## src/rtl/sliced_cmp.sv

```systemverilog
// sliced_cmp: multi-cycle branch comparator that scans operands one SLICE at a time, MSB slice first.
// Optional early termination on the first differing slice is enabled by defining SLICED_CMP_EARLY_EXIT_EN.

package sliced_cmp_pkg;
  typedef logic [2:0] branch_funct3_t;

  localparam branch_funct3_t F3_BEQ  = 3'b000;
  localparam branch_funct3_t F3_BNE  = 3'b001;
  localparam branch_funct3_t F3_BLT  = 3'b100;
  localparam branch_funct3_t F3_BGE  = 3'b101;
  localparam branch_funct3_t F3_BLTU = 3'b110;
  localparam branch_funct3_t F3_BGEU = 3'b111;
endpackage

module sliced_cmp
  import sliced_cmp_pkg::*;
#(
  parameter int unsigned WIDTH = 32,
  parameter int unsigned SLICE = 8
) (
  input  logic             clk,
  input  logic             rst_n,
  input  logic             req_valid,
  output logic             req_ready,
  input  branch_funct3_t   cmpop,
  input  logic [WIDTH-1:0] a,
  input  logic [WIDTH-1:0] b,
  output logic             resp_valid,
  input  logic             resp_ready,
  output logic             out
);

  localparam int unsigned N    = WIDTH / SLICE;
  localparam int unsigned IDXW = (N > 1) ? $clog2(N) : 1;

`ifdef SLICED_CMP_EARLY_EXIT_EN
  localparam bit EarlyExit = 1'b1;
`else
  localparam bit EarlyExit = 1'b0;
`endif

  typedef enum logic [1:0] {
    IDLE = 2'd0,
    BUSY = 2'd1,
    DONE = 2'd2
  } state_t;

  state_t           state_q, state_d;
  logic [IDXW-1:0]  idx_q, idx_d;
  logic             eq_q, eq_d;
  logic             lt_q, lt_d;
  branch_funct3_t   op_q, op_d;
  logic [WIDTH-1:0] a_q, a_d;
  logic [WIDTH-1:0] b_q, b_d;
  logic             req_ready_q, req_ready_d;
  logic             resp_valid_q, resp_valid_d;
  logic             out_q, out_d;

  logic [SLICE-1:0] slice_a, slice_b;
  logic             top_signed;
  logic             slice_differ;
  logic             slice_lt;
  int unsigned      base;

  function automatic logic branch_result(input branch_funct3_t op, input logic eq, input logic lt);
    logic r;
    unique case (op)
      F3_BEQ:          r = eq;
      F3_BNE:          r = !eq;
      F3_BLT, F3_BLTU: r = lt;
      // bge/bgeu and the reserved encodings 010/011 all resolve as "greater or equal"
      default:         r = !lt;
    endcase
    return r;
  endfunction

  always_comb begin
    base         = 32'(idx_q) * SLICE;
    slice_a      = a_q[base +: SLICE];
    slice_b      = b_q[base +: SLICE];
    top_signed   = (idx_q == IDXW'(N - 1)) && ((op_q == F3_BLT) || (op_q == F3_BGE));
    slice_differ = (slice_a != slice_b);
    slice_lt     = top_signed ? ($signed(slice_a) < $signed(slice_b)) : (slice_a < slice_b);
  end

  always_comb begin
    state_d      = state_q;
    idx_d        = idx_q;
    eq_d         = eq_q;
    lt_d         = lt_q;
    op_d         = op_q;
    a_d          = a_q;
    b_d          = b_q;
    req_ready_d  = req_ready_q;
    resp_valid_d = resp_valid_q;
    out_d        = out_q;

    unique case (state_q)
      IDLE: begin
        if (req_valid) begin
          op_d        = cmpop;
          a_d         = a;
          b_d         = b;
          idx_d       = IDXW'(N - 1);
          eq_d        = 1'b1;
          lt_d        = 1'b0;
          req_ready_d = 1'b0;
          state_d     = BUSY;
        end
      end

      BUSY: begin
        // Only the most significant differing slice decides the ordering
        if (eq_q && slice_differ) begin
          eq_d = 1'b0;
          lt_d = slice_lt;
        end
        if ((idx_q == '0) || (EarlyExit && eq_q && slice_differ)) begin
          state_d      = DONE;
          resp_valid_d = 1'b1;
          out_d        = branch_result(op_q, eq_d, lt_d);
        end else begin
          idx_d = idx_q - 1'b1;
        end
      end

      DONE: begin
        if (resp_ready) begin
          state_d      = IDLE;
          resp_valid_d = 1'b0;
          out_d        = 1'b0;
          req_ready_d  = 1'b1;
        end
      end

      default: begin
        state_d      = IDLE;
        resp_valid_d = 1'b0;
        out_d        = 1'b0;
        req_ready_d  = 1'b1;
      end
    endcase
  end

  always_ff @(posedge clk or negedge rst_n) begin
    if (!rst_n) begin
      state_q      <= IDLE;
      idx_q        <= '0;
      eq_q         <= 1'b1;
      lt_q         <= 1'b0;
      op_q         <= '0;
      a_q          <= '0;
      b_q          <= '0;
      req_ready_q  <= 1'b1;
      resp_valid_q <= 1'b0;
      out_q        <= 1'b0;
    end else begin
      state_q      <= state_d;
      idx_q        <= idx_d;
      eq_q         <= eq_d;
      lt_q         <= lt_d;
      op_q         <= op_d;
      a_q          <= a_d;
      b_q          <= b_d;
      req_ready_q  <= req_ready_d;
      resp_valid_q <= resp_valid_d;
      out_q        <= out_d;
    end
  end

  assign req_ready  = req_ready_q;
  assign resp_valid = resp_valid_q;
  assign out        = out_q;

endmodule

```

## config.mk

```make
export PLATFORM = sky130hd
export DESIGN_NAME = sliced_cmp
export DESIGN_NICKNAME = d
export VERILOG_FILES = /design/src/rtl/sliced_cmp.sv
export SDC_FILE = /design/constraint.sdc
export NUM_CORES = 1
export LEC_CHECK = 0
export ABC_AREA = 1
export ABC_CLOCK_PERIOD_IN_PS = 2200
export CORE_UTILIZATION = 46
export DETAILED_ROUTE_END_ITERATION = 10
export GPL_TIMING_DRIVEN = 1
export PLACE_DENSITY_LB_ADDON = 0.2
export SLEW_MARGIN = 10
export SYNTH_ARGS = -nofsm -noshare
export SYNTH_HDL_FRONTEND = slang
export SYNTH_SLANG_ARGS = --single-unit
```

## constraint.sdc

```tcl
create_clock -name clk -period 2.2 [get_ports clk]
set_clock_uncertainty 0.1 [all_clocks]
set_input_delay 0.22 -clock clk [delete_from_list [all_inputs] [get_ports clk]]
set_output_delay 0.22 -clock clk [all_outputs]
set_load 0.03 [all_outputs]
```

; Yosys cells after proc, flatten, opt, wreduce, memory -nomap -nowiden
; Cells that the tools add are included.
; W data, S select, Z words.
[classes]
n_addsub = 1
order_cmp = 2
n_eq_ne = 12
shift = 2
muxes = 24
bitwise_logic = 2
reduce_logical = 16
[ops]
columns = operator, n
row1 = $shiftx A32 B6 Y8, 2
row2 = $lt A8 B8 Y1, 2
row3 = $pmux W1 S3, 4
row4 = $reduce_and A3 Y1, 4
row5 = $mux W1, 11
row6 = $mux W2, 5
row7 = $eq A3 B3 Y1 const B, 3
row8 = $ne A2 B2 Y1 const B, 4
row9 = $ne A8 B8 Y1, 1
row10 = $pmux W2 S3, 1
row11 = $eq A2 B2 Y1 const B, 2
row12 = $logic_not A2 Y1, 2
row13 = $pmux W1 S2, 2
row14 = $pmux W2 S2, 1
row15 = $reduce_and A2 Y1, 2
row16 = $eq A3 B1 Y1 const B, 1
row17 = $logic_not A3 Y1, 1
row18 = $eq A2 B1 Y1 const B, 1
row19 = $logic_and A1 B1 Y1, 2
row20 = $logic_not A1 Y1, 2
row21 = $not A1 Y1, 2
row22 = $reduce_bool A2 Y1, 1
row23 = $reduce_or A2 Y1, 1
row24 = $sub A2 B1 Y2 const B, 1
row25 = $logic_or A1 B1 Y1, 1
[totals]
reg_bits = 76
inputBits = 71
out_inout_bits = 3
wordCells = 69

; Longest topological paths before layout
[logic_depth]
depth_word = 10
mapped_depth = 20
depth_no_buf = 18

; Worst setup path after synthesis
; Ideal clock, no wire load.
[synth_path]
path_type = flip-flop to flip-flop
from = register idx_q[0]
to = register out_q, in the netlist out
setup_ns = 0.117
arrival_time_ns = 2.079
t_required_ns = 1.983
path_slack_ns = -0.095
path_stages_with_launch = 15
path_buffers = 2
synth_period_minus_slack_ns = 2.295
path_cell_list = dfrtp_1 buf_2 clkbuf_1 nand2_1 a32o_1 ha_1 a21o_1 nor2_1 nand3_1 nand3_1 nand2_1 nand2_1 nand3_1 nand2_1 nand2_1
[synth_between]
elab_chain_len = 9
word_cells_on_any_way = 21
classes_between = 2 x order compare / 3 x eq/ne / 2 x shift / 8 x mux / 6 x reduce/logical
[synth_lines]
columns = item, line_no
row1 = start: declaration, 49  ; logic [IDXW-1:0] idx_q, idx_d;
row2 = start signal: assignment, 159  ; idx_q <= idx_d;
row3 = "$shiftx A32 B6 Y8, or another cell as far along", 79  ; slice_a = a_q[base +: SLICE];
row4 = "$lt A8 B8 Y1, or another cell as far along", 83  ; slice_lt = top_signed ? ($signed(slice_a) < $signed(slice_b)) : (slice_a < slice_b);
row5 = $mux W1 or $logic_and A1 B1 Y1 (tied branches), "83, 114"
row6 = $mux W1, 114  ; if (eq_q && slice_differ) begin
row7 = $mux W1, 98  ; unique case (state_q)
row8 = $logic_not A1 Y1 (on tied branches), "72, 69"
row9 = $pmux W1 S3, 67  ; unique case (op)
row10 = $mux W1, 118  ; if ((idx_q == '0) || (EarlyExit && eq_q && slice_differ)) begin
row11 = $pmux W1 S3, 98
row12 = end signal: assignment, 167  ; out_q <= out_d;
row13 = end: declaration, 57  ; logic out_q, out_d;
; Parallel ways exist; a longest one is shown, timed or not. The select of a mux whose other input is x is not followed.
; A chain may end at the register's enable or synchronous reset.

; Worst setup path after layout
; Same ends and word-level chain as after synthesis.

==> metrics.txt <==
Comb pwr share=0.531; Synth warnings=0; routed len/inst=around 14 microns; Die W=90.79 microns; Top FF cell, synth=dfrtp_1; Yosys cell types=26; Max Slew Vio Count=0; CTS Buf Count=9; Peak Freq=roughly 0.43 GHz; Critical Path Max Stage Delay=0.45 ns; final net count=between 600 and 700; initial antenna violation count=0; gr ovfl total=0; synthesized instance count=461; Placement Setup Slack=-0.1377 ns; global-route wire length before repair=between 15,000 and 20,000 microns; power density cells=approximately 1600 nW/um^2; outcome=finished, violations left; Routed WL=between 9000 and 10,000 microns; number of global-route vias before repair=approximately 3,300; final worst-path cycle share=1.067; critical path capture point type=register; Worst Path Required=about 2.4 ns; DR vias/cell=about 5.1; CTS tree=done; Post-Synthesis Cell Area=3626 sq um; Worst EP arrival=roughly 2.5 ns; setup ws final=-0.1483 ns; # clock sinks=76; GRT Util Overall=0.2444; Worst slew margin=0.7242; io pins=74; DRT iter0 DRCs=between 200 and 250; # diodes=0; Vias=about 3,300; net switching power=roughly 0.0034 W; DRT Pass-1 Iters=4; Hold WS=about 0.23 ns; clk slew on worst S/H paths=~0.08 ns; Worst-Skew Late Latency=approximately 0.36 ns; drt drc=0; Setup Crit Path Kind=register to register; violated checks=setup timing; root buffer cell=clkbuf_8; Mean Syn Cell Area=7.865 sq um; Core Footprint=just under 8000 sq um; crit path max fanout=7; GPL Wtd Cong=about 0.81; share of cells above drive strength 1=0.1703; slowest CP cell=dfrtp_2; final setup violation count=2; RSZ-0062 raised after global routing=true; Routed Antenna Nets=0; Hold Crit Class=input pin to asynchronous set/reset pin; synthesis-to-finish area growth=42.27%; pin slew with the least headroom to its limit=~0.4 ns; leak pwr=roughly 2.5 nW; Net Count, Synth=between 500 and 600; Die H=approximately 91 microns; #FFs+latches synth=76; Final min period=around 2.3 ns; hpwl dp=roughly 6000 microns; Initial Util=0.4717; Post-synth EDFFs=0; Clock Power Share=0.160; Critical Path, Cell by Cell=buf_12, buf_8, nor2_1, o22ai_2, ha_1, nand2_2, nor2_4, a21oi_2, or2_1, nand3_2, nand3_2, nand2_1, nand2_1; largest net degree at the start of global routing=between 70 and 80; Max Root-Sink Buffers=2; Peak supply drop=787.1 uV; Int Power=a little under 0.005 W; IO buf count=between 70 and 80; Hold Violations, Final=0; full die area=8242 sq um; Sequential Power Share=0.309; H-tree levels=3; Switching Fraction=0.4096; Max Cap Viol=0; async set or reset register ratio after synthesis=1.000; sequential-to-total area share from yosys stat=0.5252; Rows=32; Startpoint Class=register
## state kept, by name, indices dropped and copies added (netlist names)
register    flops
a_q            32
b_q            32
eq_q            1
idx_q           2
lt_q            1
op_q            3
out             1
req_ready       1
resp_valid      1
state_q         2
## critical path: cells and delay by family, from the launching register on
family                     cells  cell delay, ns
buffers and inverters          2            0.31
adders and majority gates      1            0.31
DFF                            1            0.45
AOI/OAI and AO/OA              2            0.19
and+or+nand+nor                8            0.86
## through the flow
stage	setup TNS (ns)	cells	total power [W]	area, sq um	utilization
3_3_place_gp	-0.1966	625	0.005553	4499	0.5853
3_5_place_dp	-0.2630	625	0.005639	4499	0.5853
2_1_floorplan	0	461	0.004750	3650	-
6_report	-0.2925	648	0.008266	5159	0.6711
5_1_grt	-0.4743	648	0.008918	5159	0.6711
4_1_cts	-0.07583	648	0.007920	5070	0.6595
## power groups by stage
stage | clock (W) | combinational, W | sequential (W)
6_report | 0.00133 | 0.00439 | 0.00255
5_1_grt | 0.00142 | 0.00487 | 0.00264
4_1_cts | 0.00135 | 0.00404 | 0.00254
3_5_place_dp | 0 | 0.00312 | 0.00252
3_3_place_gp | 0 | 0.00302 | 0.00253
2_1_floorplan | 0 | 0.00236 | 0.00239
## layout by cell type, fill, tap and decap left out, types with 2 or more instances in the layout
cell type | netlist | routed
o21ai_1 | 5 | 7
ha_1 | 10 | 3
ha_4 | 0 | 7
inv_2 | 4 | 3
nor2_4 | 1 | 2
buf_4 | 1 | 9
dfrtp_1 | 74 | 73
o21ai_0 | 19 | 9
nand2_1 | 241 | 233
buf_12 | 0 | 3
buf_8 | 0 | 3
clkbuf_8 | 0 | 11
a32o_2 | 0 | 6
nand3_1 | 7 | 3
dfstp_2 | 2 | 2
bufinv_16 | 0 | 3
nor2_1 | 25 | 22
o21ai_4 | 0 | 2
o22ai_2 | 0 | 7
clkdlybuf4s50_1 | 0 | 72
o21ai_2 | 1 | 7
a32o_1 | 8 | 2
nand2_2 | 2 | 8
a21oi_1 | 11 | 11
nor2_2 | 1 | 3
nand3_2 | 0 | 4
inv_1 | 12 | 11
nand2_4 | 0 | 2
## logic make-up (layout without fill, tap and decap cells)
kind of cell,after synthesis,after routing,share of synthesized area
AND/OR/NAND/NOR,278,278,0.2950
AO/OA/AOI/OAI,57,57,0.09835
flip-flops,76,76,0.5252
adder cells (fa/ha/maj),10,10,0.03451
buffers and inverters,40,125,0.04693
## timing repair
| item | in CTS | in global routing |
|---|---|---|
| pin swaps | 13 | 23 |
| setup endpoints to repair | 2 | 2 |
| cloned | 4 | 0 |
| gates resized for setup | 51 | 24 |
| setup buffers | 2 | 0 |
| hold buffers | 1 | 0 |
| hold endpoints to repair | 28 | 0 |
## cells in the mapped netlist (2+ instances only)
| cell | number | area share |
|---|---|---|
| o21ai_1 | 5 | 0.0069 |
| o22ai_1 | 8 | 0.014 |
| a21oi_1 | 11 | 0.015 |
| a32o_1 | 8 | 0.022 |
| dfrtp_1 | 74 | 0.51 |
| inv_2 | 4 | 0.0041 |
| nor2_1 | 25 | 0.026 |
| clkbuf_1 | 10 | 0.010 |
| o21ai_0 | 19 | 0.026 |
| nand3_1 | 7 | 0.0097 |
| inv_1 | 12 | 0.012 |
| buf_2 | 13 | 0.018 |
| dfstp_2 | 2 | 0.014 |
| nand2_2 | 2 | 0.0035 |
| nand2_1 | 241 | 0.25 |
| ha_1 | 10 | 0.035 |
## layer usage
metal / track usage / up-vias / routed length (microns)
li1: - / 1617 / -
met1: 0.3195 / 1537 / 4026
met2: 0.3763 / 98 / 4436
met3: 0.06145 / 21 / 507
met4: 0.1257 / 0 / 236
met5: 0 / - / 0
## area by class of cell
class | count | area, sq um
Fill cell | 628 | 2529
Sequential cell | 76 | 1906
Multi-Input combinational cell | 345 | 1798
Timing Repair Buffer | 91 | 974.7
Clock buffer | 12 | 155.1
Tap cell | 102 | 127.6
Clock inverter | 4 | 95.09
Inverter | 16 | 75.07
Timing Repair inverter | 2 | 27.53
## worst paths after layout
kind / depth (start not counted) / endpoint / start / slack, ns
setup / recovery: 13 / out / idx_q[0] / -0.15
hold / removal: 2 / b_q[28] / rst_n / 0.23
setup reg to reg: 13 / out / idx_q[0] / -0.15
hold reg to reg: 2 / req_ready / req_ready / 0.38
max in group asynchronous: 3 / idx_q[0] / rst_n / 1.19
min in group clk: 3 / b_q[17] / b[17] / 0.29
No activity file was read; power rests on OpenSTA's default activity.
